### config.mk
export PLATFORM = sky130hd
export DESIGN_NAME = mac_result_drain_flat
export DESIGN_NICKNAME = d
export VERILOG_FILES = /design/src/rtl/mac_result_drain_pkg.sv /design/src/rtl/mac_result_drain_if.sv /design/src/rtl/mac_result_drain_fifo.sv /design/src/rtl/mac_result_drain.sv /design/src/flat_wrapper.sv
export SDC_FILE = /design/constraint.sdc
export NUM_CORES = 1
export LEC_CHECK = 0
export ABC_CLOCK_PERIOD_IN_PS = 5400
export CAP_MARGIN = 30
export CORE_MARGIN = 5
export CORE_UTILIZATION = 50
export DETAILED_ROUTE_END_ITERATION = 7
export PLACE_DENSITY = 0.66
export SLEW_MARGIN = 0
export SYNTH_ARGS = -nofsm -noshare
export SYNTH_HDL_FRONTEND = slang
export SYNTH_SLANG_ARGS = --single-unit
### constraint.sdc
create_clock -name clk -period 5.4 [get_ports clk]
set_clock_uncertainty 0.2 [all_clocks]
set_input_delay 1.08 -clock clk [delete_from_list [all_inputs] [get_ports clk]]
set_output_delay 1.08 -clock clk [all_outputs]
set_load 0.01 [all_outputs]
### src/rtl/mac_result_drain_pkg.sv
// rtl/mac_result_drain_pkg.sv - shared types, sizes and requant helper for the MAC result drain
package mac_drain_pkg;

   typedef enum logic {IDLE, EMIT} ser_state_t;

   localparam int LANES  = 4;
   localparam int LANE_W = 2;
   localparam int TAG_W  = 3;

   // Round half up, arithmetic shift, optional ReLU, saturate to w signed bits.
   // 32-bit arithmetic leaves headroom for any ACC_W up to 30.
   function automatic logic signed [31:0] requant(input logic signed [31:0] acc,
                                                  input logic [3:0]         shift,
                                                  input logic               relu,
                                                  input int                 w);
      logic signed [31:0] v;
      logic signed [31:0] hi;
      logic signed [31:0] lo;
      v  = acc;
      hi = (32'sd1 <<< (w - 1)) - 32'sd1;
      lo = -(32'sd1 <<< (w - 1));
      if (shift != 4'd0)
         v = (v + (32'sd1 <<< (shift - 4'd1))) >>> shift;
      if (relu && (v < 0))
         v = 32'sd0;
      if (v > hi)
         v = hi;
      else if (v < lo)
         v = lo;
      return v;
   endfunction

endpackage

### src/rtl/mac_result_drain_if.sv
// rtl/mac_result_drain_if.sv - valid/ready byte stream carrying requantized elements and row index
interface mac_result_drain_if #(
   parameter int W = 8
);
   logic                out_valid;
   logic                out_ready;
   logic signed [W-1:0] out_data;
   logic [4:0]          out_idx;

   modport master (output out_valid, output out_data, output out_idx, input out_ready);
   modport slave  (input out_valid, input out_data, input out_idx, output out_ready);
endinterface

### src/rtl/mac_result_drain_fifo.sv
// rtl/mac_result_drain_fifo.sv - synchronous tile FIFO; a push into a full FIFO succeeds only alongside a pop
module drain_fifo #(
   parameter int WIDTH = 35,
   parameter int DEPTH = 4
) (
   input  logic             clk,
   input  logic             rst,
   input  logic             push,
   input  logic [WIDTH-1:0] push_data,
   input  logic             pop,
   output logic [WIDTH-1:0] pop_data,
   output logic             full,
   output logic             empty
);
   localparam int AW = $clog2(DEPTH);

   logic [WIDTH-1:0] mem [DEPTH];
   logic [AW:0]      wr_ptr;
   logic [AW:0]      rd_ptr;
   logic             do_pop;
   logic             do_push;

   assign empty    = (wr_ptr == rd_ptr);
   assign full     = (wr_ptr[AW] != rd_ptr[AW]) && (wr_ptr[AW-1:0] == rd_ptr[AW-1:0]);
   assign do_pop   = pop && !empty;
   assign do_push  = push && (!full || do_pop);
   assign pop_data = mem[rd_ptr[AW-1:0]];

   always_ff @(posedge clk or posedge rst) begin
      if (rst) begin
         wr_ptr <= '0;
         rd_ptr <= '0;
      end else begin
         if (do_push)
            wr_ptr <= wr_ptr + 1'b1;
         if (do_pop)
            rd_ptr <= rd_ptr + 1'b1;
      end
   end

   always_ff @(posedge clk) begin
      if (do_push)
         mem[wr_ptr[AW-1:0]] <= push_data;
   end
endmodule

### src/rtl/mac_result_drain.sv
// rtl/mac_result_drain.sv - captures 2x2 MAC tiles, requantizes, buffers and serializes them as a tagged byte stream
module mac_result_drain
   import mac_drain_pkg::*;
#(
   parameter int W      = 8,
   parameter int ACC_W  = 16,
   parameter int N_MACS = 4,
   parameter int DEPTH  = 4
) (
   input  logic                    clk,
   input  logic                    rst,
   input  logic [N_MACS-1:0]       valid_in,
   input  logic signed [ACC_W-1:0] acc_in_0,
   input  logic signed [ACC_W-1:0] acc_in_1,
   input  logic signed [ACC_W-1:0] acc_in_2,
   input  logic signed [ACC_W-1:0] acc_in_3,
   input  logic [TAG_W-1:0]        tile_tag,
   input  logic [3:0]              cfg_shift,
   input  logic                    cfg_relu,
   input  logic                    err_clr,
   output logic                    overflow_err,
   output logic                    partial_err,
   output logic                    busy,
   mac_result_drain_if.master      stream
);
   localparam int ENTRY_W = TAG_W + LANES * W;

   logic signed [ACC_W-1:0] acc_arr [LANES];
   logic [LANES*W-1:0]      lanes_q;
   logic                    capture;
   logic                    partial;
   logic                    stage_valid;
   logic [ENTRY_W-1:0]      stage_data;
   logic [ENTRY_W-1:0]      head;
   logic                    fifo_full;
   logic                    fifo_empty;
   logic                    load;
   logic                    drop;
   ser_state_t              state;
   ser_state_t              state_n;
   logic [LANE_W-1:0]       lane;
   logic [LANE_W-1:0]       lane_n;
   logic [ENTRY_W-1:0]      out_reg;
   logic [W-1:0]            lane_data;

   assign acc_arr[0] = acc_in_0;
   assign acc_arr[1] = acc_in_1;
   assign acc_arr[2] = acc_in_2;
   assign acc_arr[3] = acc_in_3;

   assign capture = (valid_in == '1);
   assign partial = (valid_in != '0) && !capture;

   always_comb begin
      lanes_q = '0;
      for (int i = 0; i < LANES; i++)
         lanes_q[i*W +: W] = W'(requant(32'(acc_arr[i]), cfg_shift, cfg_relu, W));
   end

   always_ff @(posedge clk or posedge rst) begin
      if (rst) begin
         stage_valid <= 1'b0;
         stage_data  <= '0;
      end else begin
         stage_valid <= capture;
         if (capture)
            stage_data <= {tile_tag, lanes_q};
      end
   end

   drain_fifo #(.WIDTH(ENTRY_W), .DEPTH(DEPTH)) u_fifo (
      .clk       (clk),
      .rst       (rst),
      .push      (stage_valid),
      .push_data (stage_data),
      .pop       (load),
      .pop_data  (head),
      .full      (fifo_full),
      .empty     (fifo_empty)
   );

   // A full FIFO still accepts the stage entry when the serializer pops in the same cycle.
   assign drop = stage_valid && fifo_full && !load;

   always_comb begin
      state_n = state;
      lane_n  = lane;
      load    = 1'b0;
      case (state)
         IDLE: begin
            if (!fifo_empty) begin
               load    = 1'b1;
               state_n = EMIT;
               lane_n  = '0;
            end
         end
         EMIT: begin
            if (stream.out_ready) begin
               lane_n = lane + 2'd1;
               if (lane == 2'd3) begin
                  if (!fifo_empty)
                     load = 1'b1;
                  else
                     state_n = IDLE;
               end
            end
         end
         default: state_n = IDLE;
      endcase
   end

   always_ff @(posedge clk or posedge rst) begin
      if (rst) begin
         state   <= IDLE;
         lane    <= '0;
         out_reg <= '0;
      end else begin
         state <= state_n;
         lane  <= lane_n;
         if (load)
            out_reg <= head;
      end
   end

   always_comb begin
      lane_data = '0;
      for (int i = 0; i < LANES; i++)
         if (lane == LANE_W'(i))
            lane_data = out_reg[i*W +: W];
   end

   assign stream.out_valid = (state == EMIT);
   assign stream.out_data  = lane_data;
   assign stream.out_idx   = {out_reg[ENTRY_W-1 -: TAG_W], lane};

   // Set beats clear when both happen in the same cycle.
   always_ff @(posedge clk or posedge rst) begin
      if (rst) begin
         overflow_err <= 1'b0;
         partial_err  <= 1'b0;
      end else begin
         if (drop)
            overflow_err <= 1'b1;
         else if (err_clr)
            overflow_err <= 1'b0;
         if (partial)
            partial_err <= 1'b1;
         else if (err_clr)
            partial_err <= 1'b0;
      end
   end

   assign busy = stage_valid || !fifo_empty || (state != IDLE);
endmodule

### src/flat_wrapper.sv
// flat-port wrapper written by rule: the top's interface ports become plain ports
module mac_result_drain_flat import mac_drain_pkg::*;
#(
   parameter int W      = 8,
   parameter int ACC_W  = 16,
   parameter int N_MACS = 4,
   parameter int DEPTH  = 4
)
  (clk, rst, valid_in, acc_in_0, acc_in_1, acc_in_2, acc_in_3, tile_tag, cfg_shift, cfg_relu, err_clr, overflow_err, partial_err, busy, stream_out_valid, stream_out_data, stream_out_idx, stream_out_ready);
  mac_result_drain_if #(.W(W)) stream_i ();
  input  logic clk;
  input  logic rst;
  input  logic [N_MACS-1:0] valid_in;
  input  logic signed [ACC_W-1:0] acc_in_0;
  input  logic signed [ACC_W-1:0] acc_in_1;
  input  logic signed [ACC_W-1:0] acc_in_2;
  input  logic signed [ACC_W-1:0] acc_in_3;
  input  logic [TAG_W-1:0] tile_tag;
  input  logic [3:0] cfg_shift;
  input  logic cfg_relu;
  input  logic err_clr;
  output logic overflow_err;
  output logic partial_err;
  output logic busy;
  output wire logic [$bits(stream_i.out_valid)-1:0] stream_out_valid;
  output wire logic [$bits(stream_i.out_data)-1:0] stream_out_data;
  output wire logic [$bits(stream_i.out_idx)-1:0] stream_out_idx;
  input wire logic [$bits(stream_i.out_ready)-1:0] stream_out_ready;
  assign stream_out_valid = stream_i.out_valid;
  assign stream_out_data = stream_i.out_data;
  assign stream_out_idx = stream_i.out_idx;
  assign stream_i.out_ready = stream_out_ready;
  mac_result_drain #(.W(W), .ACC_W(ACC_W), .N_MACS(N_MACS), .DEPTH(DEPTH)) u_core (.clk(clk), .rst(rst), .valid_in(valid_in), .acc_in_0(acc_in_0), .acc_in_1(acc_in_1), .acc_in_2(acc_in_2), .acc_in_3(acc_in_3), .tile_tag(tile_tag), .cfg_shift(cfg_shift), .cfg_relu(cfg_relu), .err_clr(err_clr), .overflow_err(overflow_err), .partial_err(partial_err), .busy(busy), .stream(stream_i));
endmodule
==> results by group <==
Outcome
  – Outcome: complete, no violations

Critical path
  – Crit path DAT: 5.48 ns
  – Reg2reg path depth: 4
  – Reg2Reg Launch Point: u_core.lane[0]
  – Max stage delay cell, worst path: or4_1
  – Crit path from: cfg_shift[0]
  – Critical path cell sequence: buf_6 -> buf_4 -> buf_12 -> buf_4 -> mux2i_1 -> nor2_1 -> a221o_1 -> o2111ai_2 -> o31a_2 -> o21a_2 -> a2bb2oi_1 -> buf_4 -> o211ai_1 -> or4_1 -> nor4_2 -> a31oi_2 -> buf_4 -> o22ai_1
  – Reg-to-Reg End: u_core.u_fifo.mem[2][18]
  – Startpoint Class: input pin
  – R2R Setup Slk: 1.99 ns
  – Crit-path max cell delay: 0.56 ns
  – Setup crit end kind: flip-flop
  – CP endpoint: u_core.stage_data[30]
  – CP max FO: 44
  – Req. time, crit path: 5.59 ns
  – Top cell by count, worst path: buf_4
  – Setup CP Type: in -> reg

Global route
  – Largest net degree at the start of global routing: 55
  – Initial antenna violation count: 2
  – Vias in the first global route: 22108
  – First-pass GRT wire length: 139 mm
  – Gr usage total: 40.0%
  – Gr ovfl total: 0

Pwr
  – Tot Pwr: 6.50 mW
  – Pwr dens: 240 mW/mm^2
  – Leakage power: 10.8 nW
  – Max IR drop VDD: 0.314 mV

CTS
  – Num CTS Buffers: 17
  – CTS Root Cell: clkbuf_16
  – CTS Buffer Depth: 3
  – Reg clk slew, reported paths: 0.07 ns
  – Max H-tree Level: 1
  – Sink Count: 222
  – Skew-Pair Late Insertion Delay: 0.48 ns
  – Cts hold-fix bufs: 0
  – CTS tree: built

STA
  – Worst Setup Slack, final: 0.109 ns
  – Endpoints failing setup: 0
  – Max Fclk: 189 MHz
  – Max-slew violations: 0
  – Hold Slack: 0.312 ns
  – Hold Vio Cnt, Final: 0
  – Relative slew margins: 27.5%
  – Final period utilization: 98.0%
  – Min Tclk post-route: 5.29 ns
  – Sum Neg Setup Slack: 0 ns
  – Measured slew at the worst slew-check pin: 1.06 ns

Synth
  – Mapped Cells: 2364
  – Number of synthesized flops with an enable pin: 140
  – Yosys warns: 0
  – Mapped Nets: 2481
  – Synth Flop Type: edfxtp_1
  – Syn Area/Cell: 8.71 um^2
  – Seq/Total Area, Yosys: 30.4%
  – Synth Cell Area: 0.0206 mm^2
  – Asr flop ratio synth: 36.9%
  – Synth cell types: 119
  – Post-synthesis sequential element count: 222

Final layout
  – Fin cells: 3421
  – Commonest non-fill, non-tap cell in the layout: buf_4
  – Layout fillers: 3395
  – Most frequent cells in the layout: 608 x buf_4, 203 x nor2_1, 194 x nand2_1
  – Fin nets: 2996
  – Share of post-route cells with drive strength above 1: 30.6%
  – Area Overhead vs Synth: 31.6%
  – Max reg flops: 140
  – Final cell area excluding filler cells: 0.0271 mm^2
  – Fin util: 66.5%

Floorplan
  – IO Count: 97
  – Number of cell rows: 74
  – Starting Density: 50.5%
  – Chip width: 213 um
  – Core Box Area: 0.0407 mm^2
  – Chip height: 213 um
  – Die ar.: 0.0453 mm^2

Detailed routing
  – First-pass DRT Iterations: 8
  – Initial DRC Count: 3503
  – DRT antenna net count: 0
  – Drt wl/cell: 27.3 um
  – Via count: 23141
  – Via density: 6.76
  – Final WL: 93.5 mm
  – Detailed-route DRC error count: 0

Place
  – Dpl cells: 3386
  – Pre-CTS setup slack: -0.578 ns
  – HPWL after DPL: 72.8 mm
  – Dpl cell area: 0.0264 mm^2
  – GP Congestion: 1.06
  – Port Buffer Count: 96

Min path
  – Hold/Removal Path Class: reg -> reg

Job
  – Number of max-cap violations: 0
==> cell usage after synthesis, types with 19 or more instances <==
cell / instances / area [um^2]
nor2_1: 210 / 788
nand2_1: 201 / 754
a21oi_1: 172 / 861
edfxtp_1: 140 / 4200
clkbuf_1: 132 / 495
o21ai_0: 120 / 601
dfrtp_1: 82 / 2050
xnor2_1: 72 / 631
o211ai_1: 68 / 510
a211oi_1: 56 / 420
nor3_1: 55 / 275
mux2_2: 54 / 608
nand3_1: 54 / 270
mux2i_1: 51 / 510
buf_2: 44 / 220
mux4_2: 44 / 991
o22ai_1: 44 / 275
inv_1: 40 / 150
ha_1: 37 / 463
nand2b_1: 32 / 200
a31oi_1: 31 / 194
buf_1: 30 / 113
a21o_1: 28 / 210
xor2_1: 28 / 245
o21ai_1: 27 / 135
nor4_1: 23 / 144
and2_1: 21 / 131
o21a_1: 21 / 158
nand4_1: 19 / 119
==> power by group <==
| part | internal (mW) | total (mW) | leakage (nW) | switching, mW |
|---|---|---|---|---|
| clock network | 0.653 | 1.19 | 0.251 | 0.537 |
| registers | 2.07 | 2.27 | 2.10 | 0.204 |
| logic | 1.41 | 3.04 | 8.46 | 1.63 |
| total | 4.13 | 6.50 | 10.8 | 2.37 |
==> worst max-delay path, delay by kind of cell <==
kind,cells,cell delay [ns]
mux,1,0.28
simple gates,3,0.94
compound gates,8,2.05
buf+inv,6,1.08
==> cells by family (layout without fill, tap and decap cells) <==
family | after synthesis | count (layout) | synth area share, %
buf+inv | 263 | 786 | 5.37
other cells | 0 | 2 | 0
xor+xnor | 101 | 101 | 4.36
compound gates | 830 | 830 | 28.5
fa+ha+maj | 38 | 38 | 2.30
mux | 150 | 150 | 10.3
flops | 222 | 222 | 30.4
simple gates | 760 | 760 | 18.7
==> layout make-up <==
class,instances,area (um^2),share of cell area [%]
inverter,44,166,0.614
clock buffer,22,464,1.71
antenna,2,5.00,0.0185
tap,532,666,2.46
multi-input combinational,1879,13700,50.7
sequential,222,6260,23.1
timing repair buffer,715,5760,21.3
clock inverter,5,51.3,0.189
==> metal layers <==
layer  GRT usage (%)  share of wire (%)  wire length, um
met5               0              0.012               11
met4            19.7                6.2             5840
met3            8.37                 12            11600
met2            58.9                 42            38900
met1            56.3                 40            37100
==> what timing repair did <==
action | 4_1_cts | 5_1_grt
pin swaps | 0 | 7
endpoints found under the setup margin | 7 | 28
setup buffers | 0 | 3
cloned | 0 | 1
resized for setup | 1 | 33
==> worst min path at each step <==
stage | start | slack, ns | depth (start not counted) | endpoint
global placement | u_core.u_fifo.wr_ptr[2] | 0.27 | 1 | u_core.u_fifo.wr_ptr[2]
detailed placement | u_core.u_fifo.rd_ptr[2] | 0.29 | 1 | u_core.u_fifo.rd_ptr[2]
CTS | u_core.out_reg[11] | 0.32 | 1 | u_core.out_reg[11]
global route | u_core.u_fifo.wr_ptr[2] | 0.33 | 1 | u_core.u_fifo.wr_ptr[2]
floorplan | u_core.u_fifo.wr_ptr[2] | 0.26 | 1 | u_core.u_fifo.wr_ptr[2]
finish | u_core.out_reg[33] | 0.31 | 1 | u_core.out_reg[33]
Note: power is estimated with default switching activity, not from simulation.
